### src/rtl/toplam_biriktirici_pkg.sv
// Shared definitions for the sum accumulator slice.
// Holds the two-state FSM encoding and the default sizing constants.
// Imported by the interface, the adder sub-module and the top.
package toplam_pkg;

  // TOPLA: collecting sums, SUN: holding a finished result for downstream
  typedef enum logic {
    TOPLA = 1'b0,
    SUN   = 1'b1
  } durum_e;

  localparam int ADET_VARSAYILAN     = 4;  // sums per result
  localparam int GENISLIK_VARSAYILAN = 8;  // accumulator / result width

endpackage

### src/rtl/toplam_biriktirici_if.sv
// Handshake bundle between upstream adder, accumulator and result consumer.
// Ports: Giris/giris_gecerli/giris_hazir (input side), temizle (clear),
//        Cikis/cikis_gecerli/cikis_hazir, tasma, sayac (result side).
interface toplam_biriktirici_if #(
  parameter int GENISLIK = toplam_pkg::GENISLIK_VARSAYILAN
);

  logic [4:0]          Giris;
  logic                giris_gecerli;
  logic                giris_hazir;
  logic                temizle;
  logic [GENISLIK-1:0] Cikis;
  logic                cikis_gecerli;
  logic                cikis_hazir;
  logic                tasma;
  logic [3:0]          sayac;

  // master: the environment driving sums and consuming results
  modport master (
    output Giris, giris_gecerli, temizle, cikis_hazir,
    input  giris_hazir, Cikis, cikis_gecerli, tasma, sayac
  );

  // slave: the accumulator itself
  modport slave (
    input  Giris, giris_gecerli, temizle, cikis_hazir,
    output giris_hazir, Cikis, cikis_gecerli, tasma, sayac
  );

endinterface

### src/rtl/toplam_biriktirici_toplayici.sv
// Combinational GENISLIK-bit adder: accumulator plus zero-extended 5-bit sum.
// Ports: a_i (accumulator), b_i (5-bit sum), toplam_o (wrapped sum),
//        tasma_o (carry out of the GENISLIK-bit addition).
module biriktirici_toplayici
  import toplam_pkg::*;
#(
  parameter int GENISLIK = GENISLIK_VARSAYILAN
) (
  input  logic [GENISLIK-1:0] a_i,
  input  logic [4:0]          b_i,
  output logic [GENISLIK-1:0] toplam_o,
  output logic                tasma_o
);

  // One extra bit on the left captures the carry out
  assign {tasma_o, toplam_o} = {1'b0, a_i} + {{(GENISLIK - 4){1'b0}}, b_i};

endmodule

### src/rtl/toplam_biriktirici.sv
// Accumulates ADET 5-bit sums into one GENISLIK-bit result with sticky overflow.
// Ports: clk, rst (async active-high), bus (slave side of toplam_biriktirici_if).
// Result appears 1 cycle after the last accept; input stalls until it transfers.
module toplam_biriktirici
  import toplam_pkg::*;
#(
  parameter int ADET     = ADET_VARSAYILAN,
  parameter int GENISLIK = GENISLIK_VARSAYILAN
) (
  input  logic               clk,
  input  logic               rst,
  toplam_biriktirici_if.slave bus
);

  localparam logic [3:0] SON_SAYAC = 4'(ADET - 1);

  durum_e              durum_q;
  logic [GENISLIK-1:0] acc_q;
  logic [GENISLIK-1:0] cikis_q;
  logic [3:0]          sayac_q;
  logic                tasma_q;
  logic                cikis_gecerli_q;

  logic [GENISLIK-1:0] toplam_d;
  logic                elde_d;
  logic                kabul;
  logic                aktarim;

  biriktirici_toplayici #(
    .GENISLIK (GENISLIK)
  ) u_toplayici (
    .a_i      (acc_q),
    .b_i      (bus.Giris),
    .toplam_o (toplam_d),
    .tasma_o  (elde_d)
  );

  // Ready is a pure state decode so upstream sees it without extra latency
  assign bus.giris_hazir = (durum_q == TOPLA);

  assign kabul   = bus.giris_gecerli & bus.giris_hazir;
  assign aktarim = cikis_gecerli_q & bus.cikis_hazir;

  always_ff @(posedge clk or posedge rst) begin
    if (rst) begin
      durum_q         <= TOPLA;
      acc_q           <= '0;
      cikis_q         <= '0;
      sayac_q         <= '0;
      tasma_q         <= 1'b0;
      cikis_gecerli_q <= 1'b0;
    end else begin
      case (durum_q)
        TOPLA: begin
          if (bus.temizle) begin
            // Clear wins over a coincident accept; that sum is dropped
            acc_q   <= '0;
            sayac_q <= '0;
            tasma_q <= 1'b0;
          end else if (kabul) begin
            acc_q   <= toplam_d;
            sayac_q <= sayac_q + 4'd1;
            tasma_q <= tasma_q | elde_d;
            if (sayac_q == SON_SAYAC) begin
              durum_q         <= SUN;
              cikis_q         <= toplam_d;
              cikis_gecerli_q <= 1'b1;
            end
          end
        end
        SUN: begin
          // Clear is ignored here so a finished result is never lost.
          // Cikis keeps the transferred value until the next result loads.
          if (aktarim) begin
            durum_q         <= TOPLA;
            acc_q           <= '0;
            sayac_q         <= '0;
            tasma_q         <= 1'b0;
            cikis_gecerli_q <= 1'b0;
          end
        end
        default: durum_q <= TOPLA;
      endcase
    end
  end

  assign bus.Cikis         = cikis_q;
  assign bus.cikis_gecerli = cikis_gecerli_q;
  assign bus.tasma         = tasma_q;
  assign bus.sayac         = sayac_q;

endmodule

### src/flat_wrapper.sv
// flat-port wrapper written by rule: the top's interface ports become plain ports
module toplam_biriktirici_flat import toplam_pkg::*;
#(
  parameter int ADET     = ADET_VARSAYILAN,
  parameter int GENISLIK = GENISLIK_VARSAYILAN
)
  (clk, rst, bus_Giris, bus_giris_gecerli, bus_temizle, bus_cikis_hazir, bus_giris_hazir, bus_Cikis, bus_cikis_gecerli, bus_tasma, bus_sayac);
  toplam_biriktirici_if #(.GENISLIK(GENISLIK)) bus_i ();
  input  logic clk;
  input  logic rst;
  input wire logic [$bits(bus_i.Giris)-1:0] bus_Giris;
  input wire logic [$bits(bus_i.giris_gecerli)-1:0] bus_giris_gecerli;
  input wire logic [$bits(bus_i.temizle)-1:0] bus_temizle;
  input wire logic [$bits(bus_i.cikis_hazir)-1:0] bus_cikis_hazir;
  output wire logic [$bits(bus_i.giris_hazir)-1:0] bus_giris_hazir;
  output wire logic [$bits(bus_i.Cikis)-1:0] bus_Cikis;
  output wire logic [$bits(bus_i.cikis_gecerli)-1:0] bus_cikis_gecerli;
  output wire logic [$bits(bus_i.tasma)-1:0] bus_tasma;
  output wire logic [$bits(bus_i.sayac)-1:0] bus_sayac;
  assign bus_i.Giris = bus_Giris;
  assign bus_i.giris_gecerli = bus_giris_gecerli;
  assign bus_i.temizle = bus_temizle;
  assign bus_i.cikis_hazir = bus_cikis_hazir;
  assign bus_giris_hazir = bus_i.giris_hazir;
  assign bus_Cikis = bus_i.Cikis;
  assign bus_cikis_gecerli = bus_i.cikis_gecerli;
  assign bus_tasma = bus_i.tasma;
  assign bus_sayac = bus_i.sayac;
  toplam_biriktirici #(.ADET(ADET), .GENISLIK(GENISLIK)) u_core (.clk(clk), .rst(rst), .bus(bus_i));
endmodule
### config.mk
export PLATFORM = sky130hd
export DESIGN_NAME = toplam_biriktirici_flat
export DESIGN_NICKNAME = d
export VERILOG_FILES = /design/src/rtl/toplam_biriktirici_pkg.sv /design/src/rtl/toplam_biriktirici_if.sv /design/src/rtl/toplam_biriktirici_toplayici.sv /design/src/rtl/toplam_biriktirici.sv /design/src/flat_wrapper.sv
export SDC_FILE = /design/constraint.sdc
export NUM_CORES = 1
export LEC_CHECK = 0
export ABC_AREA = 1
export CAP_MARGIN = 20
export CORE_ASPECT_RATIO = 0.6
export CORE_MARGIN = 3
export CORE_UTILIZATION = 47
export DETAILED_ROUTE_END_ITERATION = 7
export PLACE_DENSITY = 0.74
export SYNTH_ARGS = -nofsm -noshare
export SYNTH_HDL_FRONTEND = slang
export SYNTH_SLANG_ARGS = --single-unit
### constraint.sdc
create_clock -name clk -period 4.2 [get_ports clk]
set_clock_uncertainty 0.15 [all_clocks]
set_input_delay 0.84 -clock clk [delete_from_list [all_inputs] [get_ports clk]]
set_output_delay 0.84 -clock clk [all_outputs]
set_load 0.05 [all_outputs]
==> metrics, run 1 <==
relative slew slack=41.20%; CP Buf/Inv Count=2; commonest cells in the netlist=55 x nand2_1, 23 x dfrtp_1, 19 x inv_1, 19 x nand3_1, 8 x o21ai_0; die height=between 40 and 50 microns; via count=between 1000 and 1500; root buf cell=clkbuf_8; post-CTS sizing=0; Sink Count=23; Hold WC Path Type=reg2reg; Clock transition at path regs=0.08 ns; starting DRC count in detailed routing=46; peak supply drop=357.4 uV; outcome=finished clean; Post-Syn Area=0.001251 sq mm; Worst setup SP type=flop; Post-CTS Hold Buffers=0; core area=0.002342 sq mm; GRT Overall Usage=18.22%; P&R area growth vs syn=24.90%; HPWL after DPL=just over 2000 microns; most common cell in the netlist=nand2_1; CP required=about 3.2 ns; leading area contributor after synthesis=dfrtp_1; Clock power frac=between 10% and 20%; die width=72.61 microns; Arr. time, crit path=1.65 ns; crit path capture type=output pin; final hold violations=0; Pre-antenna DRT Iters=4; post-synth top area share=46.00%; Die Area=0.003338 sq mm; Remaining Overflow, GRT=0; Rows=13; DRC Markers=0; Worst path max stage delay=0.81 ns; top cells by area, synth=dfrtp_1 46%, nand2_1 17%, nand3_1 7.6%; Switch Pwr=~420 uW; Buffers on Ports=24; # Max-Cap Violations=0; Logic pwr share=49.1%; EDFF count, synth=0; CP Max Fanout=7; Final period util=62.94%; asr flop ratio synth=100.0%; clock buffer count from CTS=3; Diodes inserted=0; critical path's slowest cell=clkdlybuf4s50_1; setup tns final=0 ns; clk buf depth=2; Seq/Total Area, Yosys=46.00%; unrepaired setup endpoints after global routing=false; I/O pin cnt=25; Core Util, Final=between 60% and 70%; type of the worst setup path=reg2out; ratio of total power to cell area=588.7 mW/mm^2; Flop pwr share=35.7%; H-tree Lvls=1; cell family with most CP delay=buffers and inverters; final wirelength=2747 microns; switch share=45.70%; Synthesized Nets=~170; Worst Tran Pin Value=approximately 0.88 ns; post-synth cell types=19; initial antenna violation count=0; yosys warns=0; final setup vio count=0; share of layout cells above drive strength 1=around 6.6%; ys flop type=dfrtp_1; syn_area_per_cell=between 8 and 9 sq um; CTS tree=built; Cell Int Power=499.5 uW; largest net degree at the start of global routing=24; crit-path cells=inv_1 -> clkdlybuf4s50_1; GP Congestion=0.8398; Antenna Nets Post-Route=0; Final Max Tran Viols=0; vias in the first global route=1010; cell count after synthesis=around 160; fmax=0.3783 GHz; drt wl/cell=12.90 microns; Tmin final=2.643 ns; Worst-Skew Late Latency=between 0.2 and 0.3 ns; LEAKAGE=just over 0.0008 uW; flops & latches, synth=23; first-pass GRT wire length=4554 microns; initial core utilization=53.42%; post-DR vias/cell=5.183; fin nets=201; Post-CTS Setup Repair Bufs=0
worst reg2reg max path: cells and delay by family, from the launching register on:
family | cells | cell delay, ns
fa+ha+maj | 2 | 0.62
flops | 1 | 0.38
simple gates | 6 | 0.57
final cells by class:
| cell class | instances | area [sq um] |
|---|---|---|
| Inverter | 20 | 75.07 |
| Tap cell | 30 | 37.54 |
| Clock buffer | 4 | 45.04 |
| Multi-Input combinational cell | 112 | 589.3 |
| Fill cell | 188 | 779.5 |
| Timing Repair Buffer | 24 | 240.2 |
| Sequential cell | 23 | 575.6 |
kinds of logic (layout without fill, tap and decap cells):
| family | after synthesis | count (layout) | synth area share [%] |
|---|---|---|---|
| adders and majority gates | 7 | 7 | 7.600 |
| DFF | 23 | 23 | 46.00 |
| and+or+nand+nor | 88 | 88 | 31.20 |
| buffers and inverters | 21 | 48 | 6.900 |
| xor gates and xnor gates | 2 | 2 | 1.400 |
| AOI/OAI and AO/OA | 15 | 15 | 6.901 |
power groups by stage:
stage	combinational [uW]	clock [uW]	sequential, uW
3_3_place_gp	444	0	329
3_5_place_dp	451	0	331
5_1_grt	487	152	338
2_1_floorplan	176	0	464
4_1_cts	453	141	328
6_report	451	140	329
state kept, by name, indices dropped and copies added, names as in the netlist:
register,cells
u_core.bus.tasma,1
u_core.bus.Cikis,8
u_core.bus.cikis_gecerli,1
u_core.durum_q,1
u_core.acc_q,8
u_core.bus.sayac,4
layout by cell type, fill, tap and decap left out, types with 2 or more instances in the layout:
cell type        synthesis  routed
nand2_1                 55      55
clkdlybuf4s50_1          0      24
dfrtp_1                 23      23
nand3_1                 19      19
inv_1                   19      19
o21ai_0                  8       8
nor2_1                   6       6
ha_1                     6       6
a21oi_1                  4       4
nand2_2                  3       3
clkbuf_8                 0       3
nor2_4                   2       2
xor2_1                   2       2
o21ai_2                  2       2
path summary, 6_finish.rpt:
check | startpoint | endpoint | slack (ns) | cells past startpoint
max in group asynchronous | rst | u_core.acc_q[3] | 2.44 | 2
setup reg to reg | u_core.acc_q[0] | u_core.acc_q[6] | 2.39 | 8
setup / recovery | u_core.durum_q | bus_giris_hazir | 1.56 | 2
hold reg to reg | u_core.bus.Cikis[2] | u_core.bus.Cikis[2] | 0.33 | 2
hold / removal | u_core.bus.Cikis[2] | u_core.bus.Cikis[2] | 0.33 | 2
min in group asynchronous | rst | u_core.acc_q[7] | 0.91 | 2
through the flow:
| step | std cells | hold WS, ns | instance area, sq um | worst slack, ns | power [uW] |
|---|---|---|---|---|---|
| detailed placement | 209 | 0.3166 | 1518 | 1.527 | 782.5 |
| global route | 213 | 0.3581 | 1563 | 1.526 | 977.5 |
| finish | 213 | 0.3327 | 1563 | 1.557 | 920.0 |
| floorplan | 156 | 0.3031 | 1251 | 2.064 | 639.9 |
| global placement | 209 | 0.3072 | 1518 | 1.578 | 773.5 |
| CTS | 213 | 0.3363 | 1563 | 1.566 | 922.1 |
metal layers:
layer / share of wire, % / up-vias / global-route usage, %
met5: 0 / - / 0
met4: 0.47 / 0 / 2.574
met3: 6.1 / 2 / 5.947
met2: 45 / 35 / 29.39
met1: 48 / 521 / 24.69
li1: - / 546 / -
Note: power is estimated with default switching activity, not from simulation.
==> inputs of run 2 (changes only) <==
- CORE_UTILIZATION: 47 -> 45
- clock period: 4.2 -> 2.2 ns (I/O delays scaled with it)
==> run 2 against run 1 <==
Compared with the run above:
- critical path depth fell by 1
- non-clock buffer count rose by 2
- die area rose by 4.0%
- worst setup slack worse by 1.4 ns
- via count is 0.36% higher
- clock-buffer cell count is the same
- total power rose by 89%
- highest routed layer unchanged
==> metrics, run 2 (same netlist as run 1, synthesis figures left out) <==
crit-path cells=clkdlybuf4s50_1; Post-CTS Hold Buffers=0 (unchanged); Worst path max stage delay=0.82 ns (about the same); Worst setup SP type=flop; P&R area growth vs syn=26.10%; crit path capture type=output pin; ratio of total power to cell area=1105 mW/mm^2 (+88%); FF/Latch Area=575.6 sq um (unchanged); Hold WC Path Type=reg2reg; LEAKAGE=0.0008286 uW (+1.2%); Die Area=0.003470 sq mm (+4.0%); core area=0.002575 sq mm (+9.9%); # Max-Cap Violations=0 (unchanged); Pre-antenna DRT Iters=4 (unchanged); final wirelength=2727 microns (-0.73%); critical path's slowest cell=clkdlybuf4s50_1; peak supply drop=630.2 uV (+76%); HPWL after DPL=2073 microns (-0.19%); clk buf depth=2 (unchanged); Antenna Nets Post-Route=0 (unchanged); CTS tree=built; Buffers on Ports=24 (unchanged); via count=1108 (+0.36%); most frequent cells in the layout=55 x nand2_1, 23 x clkdlybuf4s50_1, 23 x dfrtp_1; drt wl/cell=12.57 microns (-2.6%); Worst-Skew Late Latency=0.26 ns (about the same); largest net degree at the start of global routing=24 (unchanged); fill count=229 (+22%); Final Max Tran Viols=0 (unchanged); Setup WS post-layout=0.1128 ns (-1.444 ns); fin nets=203 (+1.0%); Diodes inserted=0 (unchanged); Post-CTS Setup Repair Bufs=0 (unchanged); final setup vio count=0 (unchanged); CP Max Fanout=4 (-3); type of the worst setup path=reg2out; root buf cell=clkbuf_8; Final period util=94.87%; I/O pin cnt=25 (unchanged); cell family with most CP delay=buffers and inverters; GP Congestion=0.8334 (-0.76%); Multi-input gate area=589.3 sq um (unchanged); Worst Tran Pin Value=0.5076 ns (-0.3734 ns); H-tree Lvls=1 (unchanged); clock buffer count from CTS=3 (unchanged); die height=46.85 microns (+1.9%); die width=74.08 microns (+2.0%); Arr. time, crit path=1.50 ns (-0.15 ns); vias in the first global route=1034 (+2.4%); post-DR vias/cell=5.106 (-1.5%); outcome=finished clean; share of layout cells above drive strength 1=8.108% (+1.6 points); first-pass GRT wire length=4471 microns (-1.8%); final hold violations=0 (unchanged); DP Worst Slack=-0.07722 ns (-1.604 ns); Tmin final=2.087 ns; post-CTS sizing=0 (unchanged); setup tns final=0 ns (unchanged); unrepaired setup endpoints after global routing=false; starting DRC count in detailed routing=43 (-6.5%); CP Buf/Inv Count=1 (-1); CP required=1.61 ns (-1.60 ns); fmax=0.4791 GHz; DRC Markers=0 (unchanged); Sink Count=23 (unchanged); initial antenna violation count=0 (unchanged); initial core utilization=48.59% (-4.8 points); Clock transition at path regs=0.08 ns (about the same); relative slew slack=66.06% (+25 points); Rows=14 (+1); commonest non-fill, non-tap cell in the layout=nand2_1; Remaining Overflow, GRT=0 (unchanged); GRT Overall Usage=17.30% (-0.92 points)
==> run 2: cell count changes in the layout (fill, tap and decap cells not counted), sizes merged <==
cell / change
buf: +3
clkdlybuf4s50: -1
==> run 2: stage by stage <==
stage	power, uW	utilization (%)	instances	area (sq um)	hold slack (ns)
after CTS	1759	61.27	217	1578	0.3425
after global routing	1856	61.27	217	1578	0.3487
after floorplan	1222	-	156	1251	0.2919
after global placement	1477	59.52	213	1533	0.3085
after detailed placement	1493	59.52	213	1533	0.3215
final	1743	61.27	217	1578	0.3347
==> run 2: area by class of cell <==
| class | count | area share (%) |
|---|---|---|
| Clock buffer | 4 | 2.855 |
| Inverter | 20 | 4.758 |
| Multi-Input combinational cell | 112 | 37.35 |
| Sequential cell | 23 | 36.48 |
| Tap cell | 32 | 2.538 |
| Timing Repair Buffer | 26 | 16.02 |
==> run 2: per-layer routing <==
metal | vias up | track usage (%) | wire length (microns)
met3 | 6 | 4.701 | 130
met2 | 30 | 30.46 | 1257
met1 | 517 | 21.34 | 1295
li1 | 555 | - | -
met5 | - | 0 | 0
met4 | 0 | 5.054 | 44
==> run 2: power by group <==
group	internal, uW	switching (uW)	leakage (uW)
Sequential	535	90.6	0.000309
Clock	129	131	0.0000228
Combinational	291	566	0.000497
==> run 2: worst paths after layout <==
path / start / cells past startpoint / slack [ns] / end
setup / recovery: u_core.bus.sayac[2] / 1 / 0.11 / bus_sayac[2]
hold / removal: u_core.bus.Cikis[5] / 2 / 0.33 / u_core.bus.Cikis[5]
setup reg to reg: u_core.acc_q[0] / 9 / 0.36 / u_core.bus.Cikis[6]
hold reg to reg: u_core.bus.Cikis[5] / 2 / 0.33 / u_core.bus.Cikis[5]
max in group asynchronous: rst / 3 / 1.28 / u_core.bus.sayac[0]
min in group asynchronous: rst / 3 / 0.38 / u_core.bus.Cikis[7]
==> inputs of run 3 (changes only) <==
- RECOVER_POWER: unset -> 25
==> run 3 against run 2 <==
Compared with the run above:
- non-clock buffer count did not move
- critical path type unchanged
- register-to-register slack barely moved
- critical endpoint unchanged
- sequential cell count did not move
- combinational power barely moved
- clock power barely moved
- critical path depth did not move
- hold slack did not move
- sequential share of layout area rose by 0.087 points
- worst setup slack barely moved
- maximum frequency did not move
==> metrics, run 3 (same netlist as run 1, synthesis figures left out) <==
largest net degree at the start of global routing=24 (unchanged); # Max-Cap Violations=0 (unchanged); Worst-Skew Late Latency=0.26 ns (about the same); post-CTS sizing=0 (unchanged); Placed Instances=213 (unchanged); CP Max Fanout=4 (unchanged); Post-CTS Hold Buffers=0 (unchanged); Multi-input gate area=589.3 sq um (unchanged); clk buf depth=2 (unchanged); unrepaired setup endpoints after global routing=false; H-tree Lvls=1 (unchanged); core area=0.002575 sq mm (unchanged); ratio of total power to cell area=1107 mW/mm^2 (+0.18%); CTS tree=built; crit-path cells=clkdlybuf4s50_1; final hold violations=0 (unchanged); fin nets=203 (unchanged); die height=46.85 microns (unchanged); die width=74.08 microns (unchanged); initial core utilization=48.59% (unchanged); P&R area growth vs syn=25.80%; clock buffer count from CTS=3 (unchanged); Logic pwr share=49.2% (about the same); outcome=finished clean; Die Area=0.003470 sq mm (unchanged); root buf cell=clkbuf_8; Hold WC Path Type=reg2reg; first-pass GRT wire length=4471 microns (unchanged); cell family with most CP delay=buffers and inverters; vias in the first global route=1034 (unchanged); Switch Pwr=787.2 uW (about the same); DRC Markers=0 (unchanged); Cell Int Power=954.9 uW (about the same); Arr. time, crit path=1.50 ns (about the same); commonest non-fill, non-tap cell in the layout=nand2_1; CP required=1.61 ns (about the same); HPWL after DPL=2073 microns (unchanged); Tmin final=2.087 ns (+0.000001000 ns); Clock power frac=14.9% (about the same); Rows=14 (unchanged); Final Max Tran Viols=0 (unchanged); final setup vio count=0 (unchanged); relative slew slack=16.00% (-50 points); Clock transition at path regs=0.08 ns (about the same); Sink Count=23 (unchanged); GRT Overall Usage=17.30% (unchanged); Worst Tran Pin Value=1.260 ns (+0.7524 ns); fill count=228 (-0.44%); initial antenna violation count=0 (unchanged); switch share=45.19% (about the same); post-DR vias/cell=5.055 (-0.99%); I/O pin cnt=25 (unchanged); Antenna Nets Post-Route=0 (unchanged); LEAKAGE=0.0008250 uW (-0.44%); share of layout cells above drive strength 1=7.568% (-0.54 points); critical path's slowest cell=clkdlybuf4s50_1; crit path capture type=output pin; GP Congestion=0.8334 (unchanged); FF/Latch Area=575.6 sq um (unchanged); starting DRC count in detailed routing=43 (unchanged); Flop pwr share=35.9% (about the same); Worst R2R Start=u_core.acc_q[0]; CP Buf/Inv Count=1 (unchanged); Diodes inserted=0 (unchanged); type of the worst setup path=reg2out; peak supply drop=630.2 uV (about the same); Remaining Overflow, GRT=0 (unchanged); final wirelength=2728 microns (about the same); post-route insts no fill=217 (unchanged); setup tns final=0 ns (unchanged); fmax=0.4791 GHz (unchanged); Pre-antenna DRT Iters=4 (unchanged); crit path launch=u_core.bus.sayac[2]; Worst path max stage delay=0.82 ns (about the same); hold_sp=u_core.bus.Cikis[5]; via count=1097 (-0.99%); Worst setup SP type=flop; Post-CTS Setup Repair Bufs=0 (unchanged); drt wl/cell=12.57 microns (about the same); Final period util=94.87% (about the same); Buffers on Ports=24 (unchanged); most frequent cells in the layout=55 x nand2_1, 23 x clkdlybuf4s50_1, 23 x dfrtp_1
## run 3: layout make-up
cell class                 instances  share of cell area (%)
timing repair buffer              26                   15.82
tap                               32                   2.544
sequential                        23                   36.57
multi-input combinational        112                   37.44
inverter                          20                   4.769
clock buffer                       4                   2.862
## run 3: metal layers
| layer | vias up | wire length [microns] | global-route usage [%] |
|---|---|---|---|
| met2 | 24 | 1253 | 30.46 |
| met4 | 0 | 44 | 5.054 |
| li1 | 555 | - | - |
| met5 | - | 0 | 0 |
| met1 | 512 | 1303 | 21.34 |
| met3 | 6 | 126 | 4.701 |
## run 3: path summary, 6_finish.rpt
check	to	slack [ns]	depth (start not counted)
max reg2reg	u_core.bus.Cikis[6]	0.36	9
min	u_core.bus.Cikis[5]	0.33	2
max in group asynchronous	u_core.bus.sayac[0]	0.40	3
min in group asynchronous	u_core.acc_q[7]	0.75	3
max	bus_sayac[2]	0.11	1
min reg2reg	u_core.bus.Cikis[5]	0.33	2
## run 3: tightest hold or removal path, delay by kind of cell, from the launching register on
family | cells | cell delay [ns]
DFF | 1 | 0.35
and+or+nand+nor | 2 | 0.10
## run 3: stage by stage
step / worst slack [ns] / hold slack (ns) / util, % / power [uW] / area, sq um
after floorplan: 0.4635 / 0.2919 / - / 1222 / 1251
after global placement: -0.006962 / 0.3085 / 59.52 / 1477 / 1533
after detailed placement: -0.07722 / 0.3215 / 59.52 / 1493 / 1533
after CTS: 0.1005 / 0.3425 / 61.27 / 1759 / 1578
after global routing: 0.04994 / 0.3487 / 61.13 / 1855 / 1574
final: 0.1128 / 0.3347 / 61.13 / 1742 / 1574
## run 3: power by group through the flow
stage                     Sequential, uW  Combinational (uW)  Clock (uW)
after CTS                            627                 862         271
after floorplan                      886                 335           0
after global placement               627                 850           0
after detailed placement             634                 859           0
after global routing                 645                 928         282
final                                626                 856         260
